`src/rtl/seven_segment_scan_controller.sv`:
```
// seven_segment_scan_controller
//   Drives several seven-segment digits from one shared BCD decoder by scanning
//   them one at a time. Each digit gets a blanking gap (anti-ghosting) and then
//   a dwell period. A shadow bank, loaded through a valid/ready handshake, is
//   copied into the displayed bank only at a frame boundary, so a new word never
//   appears half-drawn.
//
// Ports
//   clk            system clock, rising edge
//   rst_n          asynchronous active-low reset
//   load_valid     new display word offered
//   load_ready     shadow bank free; transfer on load_valid && load_ready
//   load_data      BCD nibbles, digit i = load_data[4i+3:4i], digit 0 least significant
//   lz_suppress_en 1: blank leading zeros (digit 0 always shows)
//   bcd_out        BCD code to the shared decoder
//   seg_blank      1: force all segments off downstream of the decoder
//   digit_en       one-hot digit select, active-low when DIGIT_ACTIVE_LOW=1
//   frame_done     one-cycle pulse at the start of each new scan frame
//   blink_mask     (SEVEN_SEG_BLINK_EN only) digits hidden during the blink-off phase
//
// Optional feature macro: SEVEN_SEG_BLINK_EN adds BLINK_FRAMES and blink_mask.
module seven_segment_scan_controller #(
  parameter int NUM_DIGITS       = 4,
  parameter int DWELL_CYCLES     = 1000,
  parameter int BLANK_CYCLES     = 16,
  parameter int DIGIT_ACTIVE_LOW = 1
`ifdef SEVEN_SEG_BLINK_EN
  ,
  parameter int BLINK_FRAMES     = 64
`endif
) (
  input  logic                    clk,
  input  logic                    rst_n,
  input  logic                    load_valid,
  output logic                    load_ready,
  input  logic [4*NUM_DIGITS-1:0] load_data,
  input  logic                    lz_suppress_en,
`ifdef SEVEN_SEG_BLINK_EN
  input  logic [NUM_DIGITS-1:0]   blink_mask,
`endif
  output logic [3:0]              bcd_out,
  output logic                    seg_blank,
  output logic [NUM_DIGITS-1:0]   digit_en,
  output logic                    frame_done
);

  localparam int CNT_MAX = (DWELL_CYCLES > BLANK_CYCLES) ? DWELL_CYCLES : BLANK_CYCLES;
  localparam int CW      = $clog2(CNT_MAX) + 1;
  localparam int IW      = (NUM_DIGITS > 1) ? $clog2(NUM_DIGITS) : 1;
  localparam logic [NUM_DIGITS-1:0] EN_OFF = (DIGIT_ACTIVE_LOW != 0) ? '1 : '0;

  typedef enum logic [1:0] {
    ST_IDLE,
    ST_BLANK,
    ST_DWELL
  } state_t;

  state_t          state, state_n;
  logic [CW-1:0]   cnt, cnt_n;
  logic [IW-1:0]   idx, idx_n;
  logic [3:0]      disp   [NUM_DIGITS];
  logic [3:0]      disp_n [NUM_DIGITS];
  logic [3:0]      shadow [NUM_DIGITS];
  logic            pending, pending_n;
  logic            wrap, accept, do_commit;
  logic            hide_n;

  logic [3:0]            bcd_n;
  logic                  seg_blank_n;
  logic [NUM_DIGITS-1:0] digit_en_n;
  logic [3:0]            code;
  logic                  upper_zero, lz_hide, visible;

  // Scan sequencing
  always_comb begin
    state_n = state;
    cnt_n   = cnt;
    idx_n   = idx;
    wrap    = 1'b0;
    case (state)
      ST_IDLE: begin
        state_n = ST_BLANK;
        cnt_n   = '0;
        idx_n   = '0;
      end
      ST_BLANK: begin
        if (cnt == CW'(BLANK_CYCLES - 1)) begin
          state_n = ST_DWELL;
          cnt_n   = '0;
        end else begin
          cnt_n = cnt + 1'b1;
        end
      end
      ST_DWELL: begin
        if (cnt == CW'(DWELL_CYCLES - 1)) begin
          state_n = ST_BLANK;
          cnt_n   = '0;
          if (idx == IW'(NUM_DIGITS - 1)) begin
            idx_n = '0;
            wrap  = 1'b1;
          end else begin
            idx_n = idx + 1'b1;
          end
        end else begin
          cnt_n = cnt + 1'b1;
        end
      end
      default: state_n = ST_IDLE;
    endcase
  end

  // Bank handshake. Commit looks at the old pending flag, so a word accepted on
  // the boundary cycle itself waits for the following frame boundary.
  always_comb begin
    accept    = load_valid && !pending;
    do_commit = ((state == ST_IDLE) || wrap) && pending;
    if (accept)         pending_n = 1'b1;
    else if (do_commit) pending_n = 1'b0;
    else                pending_n = pending;
    disp_n = disp;
    if (do_commit) disp_n = shadow;
  end

`ifdef SEVEN_SEG_BLINK_EN
  localparam int FW = $clog2(BLINK_FRAMES) + 1;
  logic [NUM_DIGITS-1:0] mask_disp, mask_disp_n, mask_shadow;
  logic [FW-1:0]         fcnt, fcnt_n;
  logic                  phase_off, phase_off_n;

  always_comb begin
    mask_disp_n = do_commit ? mask_shadow : mask_disp;
    fcnt_n      = fcnt;
    phase_off_n = phase_off;
    if (wrap) begin
      if (fcnt == FW'(BLINK_FRAMES - 1)) begin
        fcnt_n      = '0;
        phase_off_n = !phase_off;
      end else begin
        fcnt_n = fcnt + 1'b1;
      end
    end
    hide_n = phase_off_n && mask_disp_n[idx_n];
  end

  always_ff @(posedge clk or negedge rst_n) begin
    if (!rst_n) begin
      mask_disp   <= '0;
      mask_shadow <= '0;
      fcnt        <= '0;
      phase_off   <= 1'b0;
    end else begin
      if (accept) mask_shadow <= blink_mask;
      mask_disp <= mask_disp_n;
      fcnt      <= fcnt_n;
      phase_off <= phase_off_n;
    end
  end
`else
  assign hide_n = 1'b0;
`endif

  // Outputs are registered from next-state values so they line up with the
  // state they describe rather than lagging it by a cycle.
  always_comb begin
    code       = disp_n[idx_n];
    upper_zero = 1'b1;
    for (int unsigned j = 0; j < NUM_DIGITS; j++) begin
      if ((IW'(j) >= idx_n) && (disp_n[j] != 4'd0)) upper_zero = 1'b0;
    end
    lz_hide     = lz_suppress_en && (idx_n != '0) && upper_zero;
    visible     = (state_n == ST_DWELL) && (code <= 4'd9) && !lz_hide && !hide_n;
    bcd_n       = (state_n == ST_DWELL) ? code : bcd_out;
    seg_blank_n = !visible;
    digit_en_n  = visible ? ((NUM_DIGITS'(1) << idx_n) ^ EN_OFF) : EN_OFF;
  end

  always_ff @(posedge clk or negedge rst_n) begin
    if (!rst_n) begin
      state      <= ST_IDLE;
      cnt        <= '0;
      idx        <= '0;
      pending    <= 1'b0;
      load_ready <= 1'b1;
      bcd_out    <= '0;
      seg_blank  <= 1'b1;
      digit_en   <= EN_OFF;
      frame_done <= 1'b0;
      for (int unsigned i = 0; i < NUM_DIGITS; i++) begin
        disp[i]   <= '0;
        shadow[i] <= '0;
      end
    end else begin
      state      <= state_n;
      cnt        <= cnt_n;
      idx        <= idx_n;
      pending    <= pending_n;
      load_ready <= !pending_n;
      bcd_out    <= bcd_n;
      seg_blank  <= seg_blank_n;
      digit_en   <= digit_en_n;
      frame_done <= wrap;
      for (int unsigned i = 0; i < NUM_DIGITS; i++) begin
        disp[i] <= disp_n[i];
        if (accept) shadow[i] <= load_data[4*i +: 4];
      end
    end
  end

endmodule

```
`config.mk`:
```
export PLATFORM = sky130hd
export DESIGN_NAME = seven_segment_scan_controller
export DESIGN_NICKNAME = d
export VERILOG_FILES = /design/src/rtl/seven_segment_scan_controller.sv
export SDC_FILE = /design/constraint.sdc
export NUM_CORES = 1
export LEC_CHECK = 0
export CORE_MARGIN = 5
export CORE_UTILIZATION = 30
export CTS_BUF_LIST = sky130_fd_sc_hd__clkbuf_2
export CTS_CLUSTER_SIZE = 30
export DETAILED_ROUTE_END_ITERATION = 6
export SYNTH_ARGS = -nofsm -noshare
export SYNTH_HDL_FRONTEND = slang
export SYNTH_SLANG_ARGS = --single-unit
```
`constraint.sdc`:
```
create_clock -name clk -period 2.6 [get_ports clk]
set_input_delay 0.26 -clock clk [delete_from_list [all_inputs] [get_ports clk]]
set_output_delay 0.26 -clock clk [all_outputs]
set_load 0.02 [all_outputs]
```
; ---- Word level (Yosys, flattened, before mapping)
; Index checks and enable logic that the tools add are counted.
[totals]
reg_bits = 59
latchBits = 0
ramBits = 0
romBits = 0
in_bits = 20
output_inout_bits = 11
mem_count = 0
[op_classes]
add_sub_neg = 2
mul = 0
n_div = 0
order_cmp = 6
n_eq_ne = 6
shifts = 1
mux = 23
bitwise_logic = 2
n_reduce_logical = 22
[ops]
columns = cell, n
row1 = case mux 11 bit (3 select lines), 1
row2 = 2-to-1 mux 11 bit, 2
row3 = 2-to-1 mux 16 bit, 1
row4 = nonzero test 4 bit, 4
row5 = 2-to-1 mux 4 bit, 3
row6 = "adder 11 x 1 -> 11 bit, second input constant", 1
row7 = "equality test 11 x 10 -> 1 bit, second input constant", 1
row8 = "equality test 11 x 4 -> 1 bit, second input constant", 1
row9 = logical AND 1 bit, 10
row10 = 2-to-1 mux 1 bit, 9
row11 = binary-select mux 4 bit (select 2 bit), 1
row12 = 2-to-1 mux 2 bit, 4
row13 = "equality test 2 bit, second input constant", 3
row14 = case mux 2 bit (3 select lines), 1
row15 = ">= comparator 1 x 2 -> 1 bit, first input constant", 2
row16 = ">= comparator 2 bit, first input constant", 2
row17 = "less-or-equal comparator 4 bit, second input constant", 1
row18 = logical NOT 1 bit, 4
row19 = NOT 4 bit, 1
row20 = case mux 2 bit (2 select lines), 1
row21 = "<< shifter 1 x 2 -> 4 bit, first input constant", 1
row22 = ">= comparator 3 bit, second input constant", 1
row23 = NOT 2 -> 3 bit, 1
row24 = nonzero test 3 bit, 1
row25 = 5 further kinds, 5

; ---- Logic depth before layout (Yosys ltp)
[logic_depth]
ltp_word = 17
depth_mapped = 11
mapped_depth_nobuf = 9

; ---- Least setup slack after synthesis
; Ideal clock, no wire load.
[synth_timing]
path_type = register to register
startpoint = register cnt[0]
endpoint = register bcd_out[3]
setup_ns = 0.128
t_arrival_ns = 2.293
t_required_ns = 2.472
setup_slack_ns = 0.180
path_stages_with_launch = 10
n_path_buf = 1
synth_period_minus_slack_ns = 2.420
path_cell_list = dfrtp_1 -> ha_1 -> and2_1 -> nand4_4 -> mux2_4 -> a22oi_4 -> buf_6 -> mux2i_1 -> mux2i_4 -> mux2_1
[synth_between]
elab_chain_len = 9
elab_cells_between_ends = 17
cone_classes = eq/ne (3) / mux (11) / bitwise (1) / reduce/logical (2)
[synth_lines]
columns = element, line_no
row1 = "start, declared", 59  ; logic [CW-1:0] cnt, cnt_n;
row2 = "start signal, assigned", 194  ; cnt <= cnt_n;
row3 = equality test 11 x 10 -> 1 bit, 95  ; if (cnt == CW'(DWELL_CYCLES - 1)) begin
row4 = 2-to-1 mux 1 bit, 95
row5 = 2-to-1 mux 1 bit, 80  ; case (state)
row6 = logical OR 1 bit, 116  ; do_commit = ((state == ST_IDLE) || wrap) && pending;
row7 = logical AND 1 bit, 116
row8 = 2-to-1 mux 16 bit, 121  ; if (do_commit) disp_n = shadow;
row9 = binary-select mux 4 bit (select 2 bit), 165  ; code = disp_n[idx_n];
row10 = 2-to-1 mux 4 bit (not written as such) (2 in series), 165
row11 = "end signal, assigned", 198  ; bcd_out <= bcd_n;
row12 = "end, declared", 41  ; output logic [3:0] bcd_out,
; Parallel ways exist; a longest one is shown, timed or not. The select of a mux whose other input is x is not followed.
; A chain may end at the register's enable or synchronous reset.

==> results.json <==
{
  "post-place-cells": 393,
  "startpoint_type": "flip-flop",
  "htreeDepth": 3,
  "die_h_um": 107,
  "period_needed_ns": 2.52,
  "cts_buffer_depth": 2,
  "finalSetupViolCount": 0,
  "drive_gt1_frac": 0.315,
  "fin_worst_skew_ns": 0.0240,
  "leakagePower_nw": 1.62,
  "nets": 311,
  "p_per_area_nw_per_um2": 470,
  "synth_cells": 230,
  "cts_sinks": 59,
  "ioPinCount": 31,
  "crit_fanout": 10,
  "routed_wl_um": 5750,
  "cts_root_buffer": "clkbuf_2",
  "grtUsageTotal": 0.106,
  "yosys_warnings": 0,
  "overflow": 0,
  "ant_nets": 0,
  "utilization": 0.386,
  "die-area_um2": 11500,
  "drc": 0,
  "drtPass1Iterations": 5,
  "fillerInstances": 904,
  "worst_pin_slew_ns": 0.524,
  "gp_congestion": 0.758,
  "clk_pin_slew_ns": 0.16,
  "start_util": 0.307,
  "yosysSeqAreaShare": 0.524,
  "via_per_inst": 4.56,
  "instances_no_fill": 418,
  "port_buffers": 30,
  "synth_seq_cells": 59,
  "synthesis.nets": 257,
  "async_reset_ff_frac": 1.00,
  "clk_latency_ns": 0.47,
  "grt_pass1_vias": 2055,
  "grt_max_degree": 24,
  "yosys.cell_types.count": 46,
  "status": "finished, final reports clean",
  "ir_drop_v": 0.000314,
  "avgRoutedWirePerCell_um": 13.8,
  "die_w_um": 107,
  "hp-class": "input port to asynchronous set/reset pin",
  "drv_slew": 0,
  "antenna_found_initial": 0,
  "r2r_cells": 10,
  "relSlewSlack": 0.651,
  "multi_input_area_um2": 1260,
  "cts_buffers": 9,
  "syn2layout_area_growth_pct": 25.7,
  "arrival_ns": 2.90,
  "seq_area_um2": 1480,
  "drtIter0Drc": 53,
  "synth_edf_count": 0,
  "ys.flop_type": "dfrtp_1",
  "drv_cap": 0,
  "core_um2": 9240,
  "syn_avg_cell_area_um2": 12.3,
  "hold_violations": 0,
  "rows": 35,
  "critPathKind": "flip-flop to flip-flop",
  "cp.required_ns": 2.98,
  "synth_area_um2": 2830,
  "dp_hpwl_um": 4120,
  "vias": 1905,
  "cts_tree": "yes",
  "grt_pass1_wl_um": 9710,
  "fmax_ghz": 0.397,
  "num_antenna_cells": 0,
  "end_kind": "flip-flop",
  "post-route-period-util": 0.969
}
[cells in the final DEF (no fill, tap or decap), drive strengths merged, types with 2 or more instances in the layout]
cell / netlist / final
inv: 12 / 12
mux2i: 16 / 16
nor4: 6 / 6
nand2: 11 / 11
and3: 2 / 2
or2: 3 / 3
nor3b: 2 / 2
clkdlybuf4s50: 0 / 29
nor2: 14 / 14
nand3: 6 / 6
clkbuf: 4 / 11
a21oi: 6 / 6
ha: 7 / 7
nand2b: 3 / 3
mux2: 35 / 35
xor2: 4 / 4
clkinvlp: 0 / 2
nor3: 5 / 5
dfrtp: 53 / 53
dfstp: 6 / 6
xnor2: 2 / 2
nand4: 3 / 3
buf: 5 / 21
o31ai: 2 / 2
clkinv: 0 / 3
nor2b: 2 / 2
o21ai: 10 / 10
[path summary, 6_finish.rpt]
path                                    from          end  slack [ns]
worst min-delay path                   rst_n       cnt[7]        0.22
max in group asynchronous              rst_n  digit_en[2]        1.69
worst max register to register        cnt[1]   bcd_out[3]        0.08
worst max-delay path                  cnt[1]   bcd_out[3]        0.08
worst min register to register    shadow[12]   shadow[12]        0.53
min in group clk                load_data[4]    shadow[8]        0.38
[layout make-up]
class                   count  area share
clock buffers              10      0.0140
clock inverters             6      0.0158
inverters                  12      0.0126
multi-input cells         150       0.354
flip-flops and latches     59       0.417
well taps                 129      0.0453
repair buffers             52       0.142
[logic make-up after synthesis]
family / synth area share
fa+ha+maj: 0.0309
mux: 0.203
buf+inv: 0.0375
simple gates: 0.122
compound gates: 0.0649
flops: 0.524
xor+xnor: 0.0185
[critical path: stages, from the launching register on]
cell and delay, ns:
dfrtp_1 0.39, ha_2 0.21, and2_4 0.16, nand4_4 0.16, o21ai_4 0.21, buf_4 0.15, clkbuf_16 0.15, mux2_2 0.35
mux2i_1 0.24, mux2i_4 0.12, mux2_1 0.29
[registers in the layout, summed over array words and instances (netlist names)]
name,cells
bcd_out,4
cnt,11
digit_en,4
disp,16
frame_done,1
idx,2
load_ready,1
pending,1
seg_blank,1
shadow,16
state,2
[power by group]
group | switching [mW] | internal, mW
Clock | 0.329 | 0.216
Sequential | 0.0324 | 0.966
Combinational | 0.0521 | 0.0770
Total | 0.413 | 1.26
[repair_timing]
item | CTS | global route
resized for setup | 0 | 5
setup endpoints to repair | 3 | 8
pin swaps | 1 | 5
gates cloned | 0 | 1
hold buffers | 1 | 0
endpoints found under the hold margin | 14 | 0
setup buffers | 2 | 5
[per-layer routing]
layer / up-vias / wire length, µm / track usage
met1: 948 / 2640 / 0.130
met3: 6 / 204 / 0.0325
li1: 920 / - / -
met5: - / 0 / 0
met2: 31 / 2850 / 0.177
met4: 0 / 54 / 0.0365
[metrics by stage]
stage / area [µm²] / total power [mW] / TNS (ns) / hold WS, ns / setup WS (ns)
after floorplan: 2830 / 1.07 / 0 / -0.0356 / 0.180
after global placement: 3340 / 1.14 / 0 / 0.192 / 0.0558
after detailed placement: 3340 / 1.15 / 0 / 0.190 / 0.0275
after CTS: 3470 / 1.70 / 0 / 0.185 / 0.0191
after global routing: 3560 / 1.76 / -0.0742 / 0.215 / -0.0274
final: 3560 / 1.67 / 0 / 0.217 / 0.0807
[cell usage after synthesis (2+ instances only)]
library cell	instances	area [µm²]
a21oi_1	6	30.0
and3_1	2	12.5
buf_6	3	33.8
clkbuf_1	4	15.0
dfrtp_1	53	1330
dfstp_2	6	158
ha_1	7	87.6
inv_1	12	45.0
mux2_1	2	22.5
mux2_2	32	360
mux2i_1	14	140
nand2_1	11	41.3
nand2b_1	3	18.8
nand3_1	6	30.0
nand4_1	2	12.5
nor2_1	14	52.6
nor2b_1	2	12.5
nor3_1	4	20.0
nor3b_1	2	15.0
nor4_1	6	37.5
o21ai_0	7	35.0
o21ai_4	2	32.5
o31ai_1	2	15.0
or2_2	2	12.5
xnor2_1	2	17.5
xor2_1	4	35.0
Note: power is estimated with default switching activity, not from simulation.
==> RTL change: new RTL, same settings <==
The 3 states of `state_t` get a one-hot encoding in 3 bits.
--- a/src/rtl/seven_segment_scan_controller.sv
+++ b/src/rtl/seven_segment_scan_controller.sv
@@ -51,6 +51,6 @@
 
-  typedef enum logic [1:0] {
-    ST_IDLE,
-    ST_BLANK,
-    ST_DWELL
+  typedef enum logic [2:0] {
+    ST_IDLE  = 3'b001,
+    ST_BLANK = 3'b010,
+    ST_DWELL = 3'b100
   } state_t;
Behaviour: no difference found for any inputs over 10 cycles, from zero or initial values and one cycle with rst_n low; not proved beyond that.
==> RTL change against the unedited design <==
The flow now finishes with violations (negative setup slack). Setup slack got worse by 0.25 ns. Design area rose by 11%. Die area rose by 2.0%. Fmax fell by 9.0%. Synthesized area rose by 2.3%. Non-clock buffer count rose by 38. Clock skew fell by 0.0039 ns. Sequential cell count rose by 1. Routed wire length rose by 23%. First-iteration DRC count rose by 100%. Highest routed layer unchanged.
Power is not compared: it rests on default switching activity, and its combinational part moved more than twofold at a synthesized area within 25%.
==> RTL change: results (changes against the unedited design) <==
GPL Wtd Cong: 0.854 (was 0.758)
Routed wire length: 7.06 mm (was 5.75 mm)
R2r endpoint: digit_en[1] (was bcd_out[3])
Status: complete, but fails checks (was completed)
Mux cell area share after synthesis: 0.107 (was 0.203)
Synth Area in XOR/XNOR: 0.00907 (was 0.0185)
Hold crit path type: primary input to flip-flop (was primary input to async pin)
Worst Setup Slack, final: -0.167 ns (was 0.0807 ns)
Metal3 WL: 259 µm (was 204 µm)
Clock Latency Late Sink: 0.51 ns (was 0.47 ns)
Failing checks: negative setup slack
Worst reg2reg startpoint: idx[1] (was cnt[1])
Initial drt markers: 108 (was 53)
Routed wl met2: 3.51 mm (was 2.85 mm)
Crit-path max FO: 6 (was 10)
Fillers: 942 (was 904)
Number of global-route vias before repair: 2482 (was 2055)
First-pass GRT wire length: 12.0 mm (was 9.71 mm)
Post-Syn Area per Cell: 11.0 µm² (was 12.3 µm²)
Setup violators final: 8 (was 0)
Mapped Nets: 285 (was 257)
Post-DR wirelength/cell: 14.4 µm (was 13.8 µm)
Compound-Gate Fraction of Synth Area: 0.166 (was 0.0649)
Path depth of the worst reg2reg path: 9 (was 10)
Setup WS pre-CTS: -0.143 ns (was 0.0275 ns)
Slew margin rel.: 0.487 (was 0.651)
Synth cell types: 54 (was 46)
TritonRoute pass-1 iters: 4 (was 5)
Post-DP Area: 3700 µm² (was 3340 µm²)
Total track usage: 0.130 (was 0.106)
Synth Area in Adders: 0.00864 (was 0.0309)
Clock skew: 0.0201 ns (was 0.0240 ns)
Dpl hpwl: 5.13 mm (was 4.12 mm)
Clock slew at reported path FFs: 0.19 ns (was 0.16 ns)
Post-Place Cells: 465 (was 393)
Largest cells by area after synthesis: dfrtp_1, mux2_2, dfstp_2 (unchanged)
Largest net degree at the start of global routing: 61 (was 24)
Critical path data arrival time: 3.22 ns (was 2.90 ns)
Post-synth top cells: dfrtp_1, nand2_1, o21ai_0 (was dfrtp_1, mux2_2, mux2i_1, nor2_1, inv_1)
Share of layout cells above drive strength 1: 0.360 (was 0.315)
Seq/Total Area, Yosys: 0.521 (was 0.524)
RTL change: power by group through the flow:
stage | combinational, W | clock (W) | sequential (W)
after floorplan | 0.000177 | 0 | 0.00118
final | 0.000284 | 0.000582 | 0.00121
after CTS | 0.000288 | 0.000609 | 0.00121
after detailed placement | 0.000278 | 0 | 0.00122
after global placement | 0.000271 | 0 | 0.00122
after global routing | 0.000315 | 0.000638 | 0.00123
RTL change: cells by family after synthesis:
| logic type | Yosys count |
|---|---|
| AO/OA/AOI/OAI | 64 |
| XOR/XNOR | 3 |
| adder cells (fa/ha/maj) | 2 |
| buffers and inverters | 20 |
| flip-flops | 60 |
| multiplexers | 26 |
| AND/OR/NAND/NOR | 88 |
RTL change: cell type report:
class,instances,area share
Clock inverter,7,0.0171
Timing Repair Buffer,90,0.191
Tap cell,129,0.0408
Clock buffer,9,0.0114
Inverter,12,0.0120
Sequential cell,60,0.382
Multi-Input combinational cell,183,0.346
RTL change: what timing repair did:
| item | in CTS | in global routing |
|---|---|---|
| pin swaps | 5 | 15 |
| buffers inserted | 6 | 6 |
| hold endpoints to repair | 53 | 0 |
| resized for setup | 11 | 6 |
| hold buffers | 1 | 0 |
| endpoints found under the setup margin | 9 | 9 |
RTL change: metal layers:
layer,track usage,up-vias
met2,0.216,39
met4,0.0433,0
met5,0,-
li1,-,1154
met1,0.158,1164
met3,0.0454,13
RTL change: how the worst max path moves through the flow:
stage	startpoint	slack (ns)	cells after the start	to
global placement	idx[1]	-0.11	9	digit_en[1]
floorplan	state[1]	0.007	8	digit_en[2]
detailed placement	idx[1]	-0.14	9	digit_en[1]
CTS	idx[1]	-0.06	9	digit_en[1]
global route	idx[1]	-0.21	9	digit_en[0]
finish	idx[1]	-0.17	9	digit_en[1]
RTL change: metrics by stage:
step                hold slack [ns]  total power [W]  utilization  setup TNS, ns
finish                        0.272          0.00207        0.424          -1.11
detailed placement            0.470          0.00150        0.397         -0.664
floorplan                   -0.0356          0.00136            -              0
global placement              0.464          0.00149        0.397         -0.436
CTS                           0.228          0.00211        0.417         -0.268
global route                  0.250          0.00218        0.424          -1.65
RTL change: worst max-delay path, stage by stage, from the launching register on:
cell and delay, ns:
dfrtp_1 0.42, ha_2 0.20, or4b_4 0.45, or4_4 0.52, inv_4 0.09, o21ai_4 0.11
mux2i_2 0.20, a221oi_2 0.47, o31ai_4 0.15, nand4_1 0.09
